`config.mk`:
```
export PLATFORM = sky130hd
export DESIGN_NAME = digit_counter_sink
export DESIGN_NICKNAME = d
export VERILOG_FILES = /design/src/rtl/digit_sink_pkg.sv /design/src/rtl/digit_sink_lane.sv /design/src/rtl/digit_counter_sink.sv
export SDC_FILE = /design/constraint.sdc
export NUM_CORES = 1
export LEC_CHECK = 0
export ABC_AREA = 1
export BUFFER_PORTS_ARGS = -buffer_cell sky130_fd_sc_hd__buf_2
export CORE_MARGIN = 10
export CORE_UTILIZATION = 55
export CTS_CLUSTER_DIAMETER = 30
export DETAILED_ROUTE_END_ITERATION = 7
export HOLD_SLACK_MARGIN = 0.15
export PLACE_DENSITY = 0.71
export SYNTH_ARGS = -nofsm -noshare
export SYNTH_HDL_FRONTEND = slang
export SYNTH_SLANG_ARGS = --single-unit
```
`constraint.sdc`:
```
create_clock -name clk -period 3.66 [get_ports clk]
set_input_delay 0.732 -clock clk [delete_from_list [all_inputs] [get_ports clk]]
set_output_delay 0.732 -clock clk [all_outputs]
set_load 0.01 [all_outputs]
```
`src/rtl/digit_sink_pkg.sv`:
```
// Shared lane state encoding and dual-rail code points for the digit-counter sink.
package digit_sink_pkg;

    typedef enum logic [1:0] {
        REQ      = 2'd0,
        WAITNULL = 2'd1,
        HELD     = 2'd2
    } lane_state_e;

    localparam logic [1:0] RAIL_NULL    = 2'b00;
    localparam logic [1:0] RAIL_D0      = 2'b01;
    localparam logic [1:0] RAIL_D1      = 2'b10;
    localparam logic [1:0] RAIL_ILLEGAL = 2'b11;

endpackage

```
`src/rtl/digit_sink_lane.sv`:
```
// One dual-rail digit: rail synchroniser, completeness FSM and captured bit.
// state    | meaning
// REQ      | sumcomp=0, waiting for a DATA code on the synchronised rails
// WAITNULL | sumcomp=1, bit captured, waiting for the rails to return to NULL
// HELD     | sumcomp=1, digit complete, parked until the word is launched
module digit_sink_lane
    import digit_sink_pkg::*;
#(
    parameter int SYNC_STAGES = 2
) (
    input  logic       clk,
    input  logic       init,
    input  logic [1:0] rails,
    input  logic       launch,
    output logic       sumcomp,
    output logic       held,
    output logic       bit_val,
    output logic       code_err
);

    logic [1:0]  sync_q [SYNC_STAGES];
    logic [1:0]  r;
    lane_state_e state;

    always_ff @(posedge clk) begin
        if (init) begin
            for (int i = 0; i < SYNC_STAGES; i++) sync_q[i] <= RAIL_NULL;
        end else begin
            sync_q[0] <= rails;
            for (int i = 1; i < SYNC_STAGES; i++) sync_q[i] <= sync_q[i-1];
        end
    end

    assign r = sync_q[SYNC_STAGES-1];

    // Launch wins over everything: the whole word has been taken, so every lane re-arms.
    always_ff @(posedge clk) begin
        if (init) begin
            state    <= REQ;
            sumcomp  <= 1'b0;
            held     <= 1'b0;
            bit_val  <= 1'b0;
            code_err <= 1'b0;
        end else begin
            code_err <= (r == RAIL_ILLEGAL);
            if (launch) begin
                state   <= REQ;
                sumcomp <= 1'b0;
                held    <= 1'b0;
            end else begin
                case (state)
                    REQ: begin
                        if (r == RAIL_D0 || r == RAIL_D1) begin
                            bit_val <= r[1];
                            state   <= WAITNULL;
                            sumcomp <= 1'b1;
                        end
                    end
                    WAITNULL: begin
                        if (r == RAIL_NULL) begin
                            state <= HELD;
                            held  <= 1'b1;
                        end
                    end
                    HELD: ;
                    default: begin
                        state   <= REQ;
                        sumcomp <= 1'b0;
                        held    <= 1'b0;
                    end
                endcase
            end
        end
    end

endmodule

```
`src/rtl/digit_counter_sink.sv`:
```
// Clocked sink for the dual-rail NCL digit-counter ring: collects one wavefront per
// digit, presents the assembled word on valid/ready and checks successive counts.
module digit_counter_sink
    import digit_sink_pkg::*;
#(
    parameter int DIGITS      = 32,
    parameter int SYNC_STAGES = 2,
    parameter int CHECK_SEQ   = 1
) (
    input  logic                  clk,
    input  logic                  init,
    input  logic [2*DIGITS-1:0]   sum_in,
    output logic [DIGITS-1:0]     sumcomp,
    output logic [DIGITS-1:0]     word,
    output logic                  word_valid,
    input  logic                  word_ready,
    output logic                  seq_error,
    output logic                  code_error
);

    localparam logic [DIGITS-1:0] ONE = DIGITS'(1);

    logic [DIGITS-1:0] held_vec;
    logic [DIGITS-1:0] bits;
    logic [DIGITS-1:0] code_vec;
    logic [DIGITS-1:0] prev_word;
    logic [DIGITS-1:0] next_expected;
    logic              first_word;
    logic              launch;

    for (genvar g = 0; g < DIGITS; g++) begin : g_lane
        digit_sink_lane #(
            .SYNC_STAGES(SYNC_STAGES)
        ) u_lane (
            .clk      (clk),
            .init     (init),
            .rails    (sum_in[2*g+1:2*g]),
            .launch   (launch),
            .sumcomp  (sumcomp[g]),
            .held     (held_vec[g]),
            .bit_val  (bits[g]),
            .code_err (code_vec[g])
        );
    end

    assign launch        = (&held_vec) && (!word_valid || word_ready);
    assign next_expected = prev_word + ONE;

    always_ff @(posedge clk) begin
        if (init) begin
            word       <= '0;
            word_valid <= 1'b0;
            prev_word  <= '0;
            first_word <= 1'b1;
            seq_error  <= 1'b0;
            code_error <= 1'b0;
        end else begin
            if (launch) begin
                word       <= bits;
                word_valid <= 1'b1;
                prev_word  <= bits;
                first_word <= 1'b0;
                if ((CHECK_SEQ != 0) && !first_word && (bits != next_expected))
                    seq_error <= 1'b1;
            end else if (word_ready) begin
                word_valid <= 1'b0;
            end
            if (|code_vec)
                code_error <= 1'b1;
        end
    end

endmodule

```
# Yosys cells after proc, flatten, opt, wreduce, memory -nomap -nowiden
# Memories as Yosys holds them, arrays and structs flattened.
# Index checks and enable logic that the tools add are counted.
# op_classes
reduce_logical	298
n_bitwise	161
eq_ne	225
mux	293
n_addsub	1
# ops
op	count
$mux W2	128
$eq A2 B2 Y1 const B	96
$pmux W2 S3	32
$reduce_and A3 Y1	64
$reduce_and A2 Y1	65
$reduce_or A2 Y1	65
$eq A2 B1 Y1 const B	64
$logic_not A2 Y1	64
$ne A2 B1 Y1 const B	64
$pmux W1 S2	64
$not A1 Y1	97
$mux W1	69
$or A1 B1 Y1	64
$logic_or A1 B1 Y1	33
$add A32 B1 Y32 const B	1
$ne A32 B32 Y1	1
$reduce_and A32 Y1	1
$reduce_or A32 Y1	1
$logic_and A1 B1 Y1	2
$logic_not A1 Y1	2
$reduce_bool A2 Y1	1
# totals
mem_bits_rw	128
inputBits	67
register_bits	228
elab_cells	1175
n_memories	32
out_inout_bits	67
# memory_table
name	depth	width	rd	rd_ports_with_merged_regs	write_ports	line	source
g_lane[0].u_lane.sync_q	2	2	2	0	2	digit_sink_lane.sv:21	logic [1:0] sync_q [SYNC_STAGES];
g_lane[10].u_lane.sync_q	2	2	2	0	2	digit_sink_lane.sv:21	
g_lane[11].u_lane.sync_q	2	2	2	0	2	digit_sink_lane.sv:21	
g_lane[12].u_lane.sync_q	2	2	2	0	2	digit_sink_lane.sv:21	
g_lane[13].u_lane.sync_q	2	2	2	0	2	digit_sink_lane.sv:21	
g_lane[14].u_lane.sync_q	2	2	2	0	2	digit_sink_lane.sv:21	
26 more memories	n/a	n/a	n/a	n/a	n/a	n/a	

# Longest topological paths before layout
# logic_depth
depth_word	5
ltp_mapped	16

# Cells and area by module
# A second synthesis with hierarchy kept.
# unflattened
cells_unflattened	2456
area_unflattened_um2	17640.7
# modules_own_cells
module	area_per_inst_um2	cells_per_inst	seq_area_each_um2	n_inst
digit_sink_lane (g_lane[0].u_lane ...)	457.9	61	200.2	31
digit_counter_sink	2991.6	507	720.7	1
digit_sink_lane (g_lane[5].u_lane)	452.9	58	200.2	1

# Worst setup path before layout
# OpenSTA, ideal clock, no wires.
# synth_timing
path_kind	register to register
from	reg prev_word[0]
to	reg seq_error
stages_incl_launch_ff	17
period_less_slack_ns	1.837
setup_slack_ns	1.823
arrival_ns	1.723
setup_time_ns	0.114
cell_sequence	dfxtp_1 -> ha_1 -> nand2_1 -> nor2_4 -> nand2_4 -> nor2_8 -> nand2_1 -> nand2_1 -> nand2_1 -> nand2_1 -> nand2_1 -> nor2_1 -> nand2_1 -> nor2_2 -> nand2_1 -> nand2_1 -> a21oi_2
# synth_via
elab_chain_cells	4
# synth_lines
element	line	source
from (decl)	digit_counter_sink.sv:26	logic [DIGITS-1:0] prev_word;
from (signal assigned)	digit_counter_sink.sv:61	prev_word <= bits;
$add A32 B1 Y32	digit_counter_sink.sv:47	assign next_expected = prev_word + ONE;
$ne A32 B32 Y1	digit_counter_sink.sv:63	if ((CHECK_SEQ != 0) && !first_word && (bits != next_expected))
$logic_and A1 B1 Y1	digit_counter_sink.sv:63	
$reduce_and A2 Y1 (no line)	n/a	
to (signal assigned)	digit_counter_sink.sv:55	seq_error <= 1'b0;
to (signal assigned)	digit_counter_sink.sv:64	seq_error <= 1'b1;
to (decl)	digit_counter_sink.sv:17	output logic seq_error,
# Every way passes these cells.
# A chain may end at the register's enable or synchronous reset.

# Final worst setup path
# layout_timing
from	reg g_lane[17].u_lane.held
to	reg prev_word[30]
# layout_via
elab_chain_cells	2
# layout_lines
element	line	source
from (decl)	digit_sink_lane.sv:16	output logic held,
from (signal assigned)	digit_sink_lane.sv:41	held <= 1'b0;
from (signal assigned)	digit_sink_lane.sv:49	held <= 1'b0;
from (signal assigned)	digit_sink_lane.sv:62	held <= 1'b1;
$reduce_and A32 Y1	digit_counter_sink.sv:46	assign launch = (&held_vec) && (!word_valid || word_ready);
$logic_and A1 B1 Y1	digit_counter_sink.sv:46	
# Every way passes these cells.

==> flow_metrics.py <==
metrics = {
    "cts": {
        "cts_sinks": 356,
        "cts_tree": "built",
        "cts_max_level": 3,
        "cts_buffers": 71,
        "clkSlewWorstSetupHoldPaths_ns": 0.05,
        "root_buffer": "clkbuf_16",
        "cts.path.max_buffers": 3,
        "clk_latency_ns": 0.57,
        "holdBufCountCts": 0,
        "ctsResizeCount": 0,
        "post-cts-setup-buffer-count": 0,
    },
    "timing": {
        "setup_viol": 0,
        "fmax_mhz": 414,
        "rsz0062_at_grt": "no",
        "fin_tns_setup_ns": 0,
        "hold_violations": 0,
        "slew_headroom_pct": 34.3,
        "slew_viol_final": 0,
        "setup_ws_ns": 1.25,
        "period_share_pct": 66.0,
        "clock-skew-final_ns": 0.0217,
        "period_minus_slack_ns": 2.41,
        "tightest_slew_ns": 0.985,
    },
    "drt": {
        "totalWireLength_um": 42200,
        "wl_per_cell_um": 15.5,
        "drt-initial-drc-count": 850,
        "drt-pass1-iter-count": 7,
        "drc": 0,
        "drtAntennaViolNets": 0,
        "vias": 13600,
        "via_per_inst": 5.00,
    },
    "pwr": {
        "p_leak_nw": 9.05,
        "ir_worst_vdd_v": 0.000399,
        "power_density_nw_per_um2": 628,
    },
    "synth": {
        "syn_nets": 2361,
        "syn_avg_cell_area_um2": 7.74,
        "synth.largest_area_cell": "dfxtp_1",
        "synthAdderAreaFrac_pct": 12.2,
        "synth_top_cells_by_area": "dfxtp_1 43%, ha_1 12%, inv_1 10%",
        "yosys_most_used_dff": "dfxtp_1",
        "yosys_warnings": 0,
        "netlist_area_um2": 16500,
        "netlist_instances": 2133,
        "synth_edf_count": 0,
        "yosysMostFrequentCell": "inv_1",
        "ys_seq_area_share_pct": 43.2,
        "yosys-top-cells-count": "452 x inv_1, 356 x dfxtp_1, 280 x nand2_1, 280 x nor2_1, 163 x a21oi_1",
        "synth_top_family_by_area": "simple AND/OR/NAND/NOR gates",
        "synth_compound_gate_area_share_pct": 10.9,
        "async_flop_share_pct": 0,
        "synth_xor_area_share_pct": 1.06,
        "ys_ff_latch": 356,
        "synth-simple-area-share_pct": 19.4,
        "ys_types": 38,
        "synth_mux_area_share_pct": 0,
        "synth_top_area_share_pct": 43.2,
    },
    "worst_setup_path": {
        "cp-start-kind": "register",
        "critPathKind": "reg -> reg",
        "crit_required_ns": 4.14,
        "path_max_fanout": 64,
        "endpoint_kind": "register",
        "cp.arrival_ns": 2.89,
    },
    "final_layout": {
        "fillers": 2479,
        "multi_input_area_um2": 7200,
        "nets": 2495,
        "final_core_util_pct": 67.0,
        "num_antenna_cells": 0,
        "area_growth_pct": 20.3,
        "drive_gt1_share_pct": 14.3,
        "seq_area_um2": 7130,
    },
    "global_routing": {
        "grt_pass1_wl_um": 68000,
        "grt_pass1_vias": 13500,
        "gr-usage-all-layers_pct": 21.9,
        "grt-ovfl-total": 0,
        "grt_max_degree": 164,
        "antenna_found_initial": 1,
    },
    "min_path": {
        "hp-class": "in -> reg",
    },
    "run": {
        "cap_violations": 0,
    },
    "die": {
        "num_rows": 63,
        "start_util_pct": 55.7,
        "core_um2": 29600,
        "dieArea_um2": 37300,
        "io-pin-count": 134,
        "die_x_um": 193,
        "die_h_um": 193,
    },
    "place": {
        "place_congestion": 0.950,
        "dp_hpwl_um": 30400,
        "portBuffers": 133,
        "pre_cts_ws_ns": 1.30,
    },
    "status": {
        "status": "complete, no violations",
    },
}
-- cell type report --
class,instances,share of cell area (%)
flip-flops and latches,356,35.9
clock inverters,51,3.48
multi-input cells,1239,36.2
inverters,458,8.65
repair buffers,141,3.85
well taps,390,2.46
clock buffers,79,9.45
-- critical path: stages, from the launching register on --
cell and delay, ns:
dfxtp_1 0.34, nand4_1 0.24, nor4_2 0.44, nand3_2 0.21, inv_2 0.76, o21ai_0 0.19
a21oi_1 0.15
-- sequential cells by signal, indices dropped and copies added, names as in the netlist --
signal	flops
first_word	1
g_lane.u_lane.code_err	32
prev_word	32
g_lane.u_lane.sync_q	128
g_lane.u_lane.held	32
code_error	1
g_lane.u_lane.state	64
seq_error	1
word_valid	1
g_lane.u_lane.sumcomp	32
g_lane.u_lane.bit_val	32
-- where the power goes --
group | switching, W | leakage, nW | internal, W
clock network | 0.00223 | 1.24 | 0.00460
logic | 0.000849 | 4.90 | 0.000490
registers | 0.000170 | 2.91 | 0.00414
-- through the flow --
step	total power, W	hold WS [ns]	instances	instance area, um^2
2_1_floorplan	0.00534	0.388	2133	16500
3_3_place_gp	0.00564	0.391	2584	17300
3_5_place_dp	0.00568	0.392	2584	17300
4_1_cts	0.0126	0.358	2714	19900
5_1_grt	0.0130	0.357	2714	19900
6_report	0.0125	0.365	2714	19900
-- layout by cell type (no fill, tap or decap), types with 2 or more instances in the layout --
master	instances
nand4_1	13
a211oi_1	39
dfxtp_1	356
o21ai_1	15
inv_2	5
nor2_1	280
buf_12	3
buf_2	132
buf_4	6
inv_6	10
or2_2	29
clkinv_4	8
xor2_1	10
nor3_1	6
inv_1	452
o21ai_0	85
nor2_2	9
nor2_8	3
nor4_2	2
bufinv_16	12
xnor2_1	10
nor2_4	3
clkbuf_16	72
clkinv_8	3
nand2_1	279
clkbuf_8	5
nand2_4	3
clkinv_2	9
a221oi_1	20
nand3_1	79
nand3b_1	10
clkinvlp_4	8
nor4_1	8
nand2_2	4
nand3_2	2
clkbuf_1	2
ha_1	161
a21oi_1	163
-- worst paths after layout --
check                                            start                                         to  slack (ns)  cells after the start
min                                         sum_in[10]   g_lane[5].u_lane.sync_q[0][0]$_SDFF_PP0_        0.36                      3
max                g_lane[17].u_lane.held$_SDFFE_PP0P_                 prev_word[30]$_SDFFE_PP0P_        1.25                      6
max reg2reg        g_lane[17].u_lane.held$_SDFFE_PP0P_                 prev_word[30]$_SDFFE_PP0P_        1.25                      6
min reg2reg  g_lane[20].u_lane.sync_q[0][0]$_SDFF_PP0_  g_lane[20].u_lane.sync_q[0][2]$_SDFF_PP0_        0.39                      2
-- logic make-up after synthesis --
group                      Yosys count
adders and majority gates          161
and+or+nand+nor                    734
xor gates and xnor gates            20
AOI/OAI and AO/OA                  324
DFF                                356
buffers and inverters              538
-- metal layers --
| layer | track usage (%) | vias up | share of wire (%) |
|---|---|---|---|
| li1 | - | 6863 | - |
| met1 | 26.3 | 6271 | 43 |
| met2 | 38.1 | 358 | 49 |
| met3 | 3.82 | 84 | 5.4 |
| met4 | 8.27 | 0 | 2.9 |
| met5 | 0 | - | 0 |
Power figures use the tool's default switching activity.
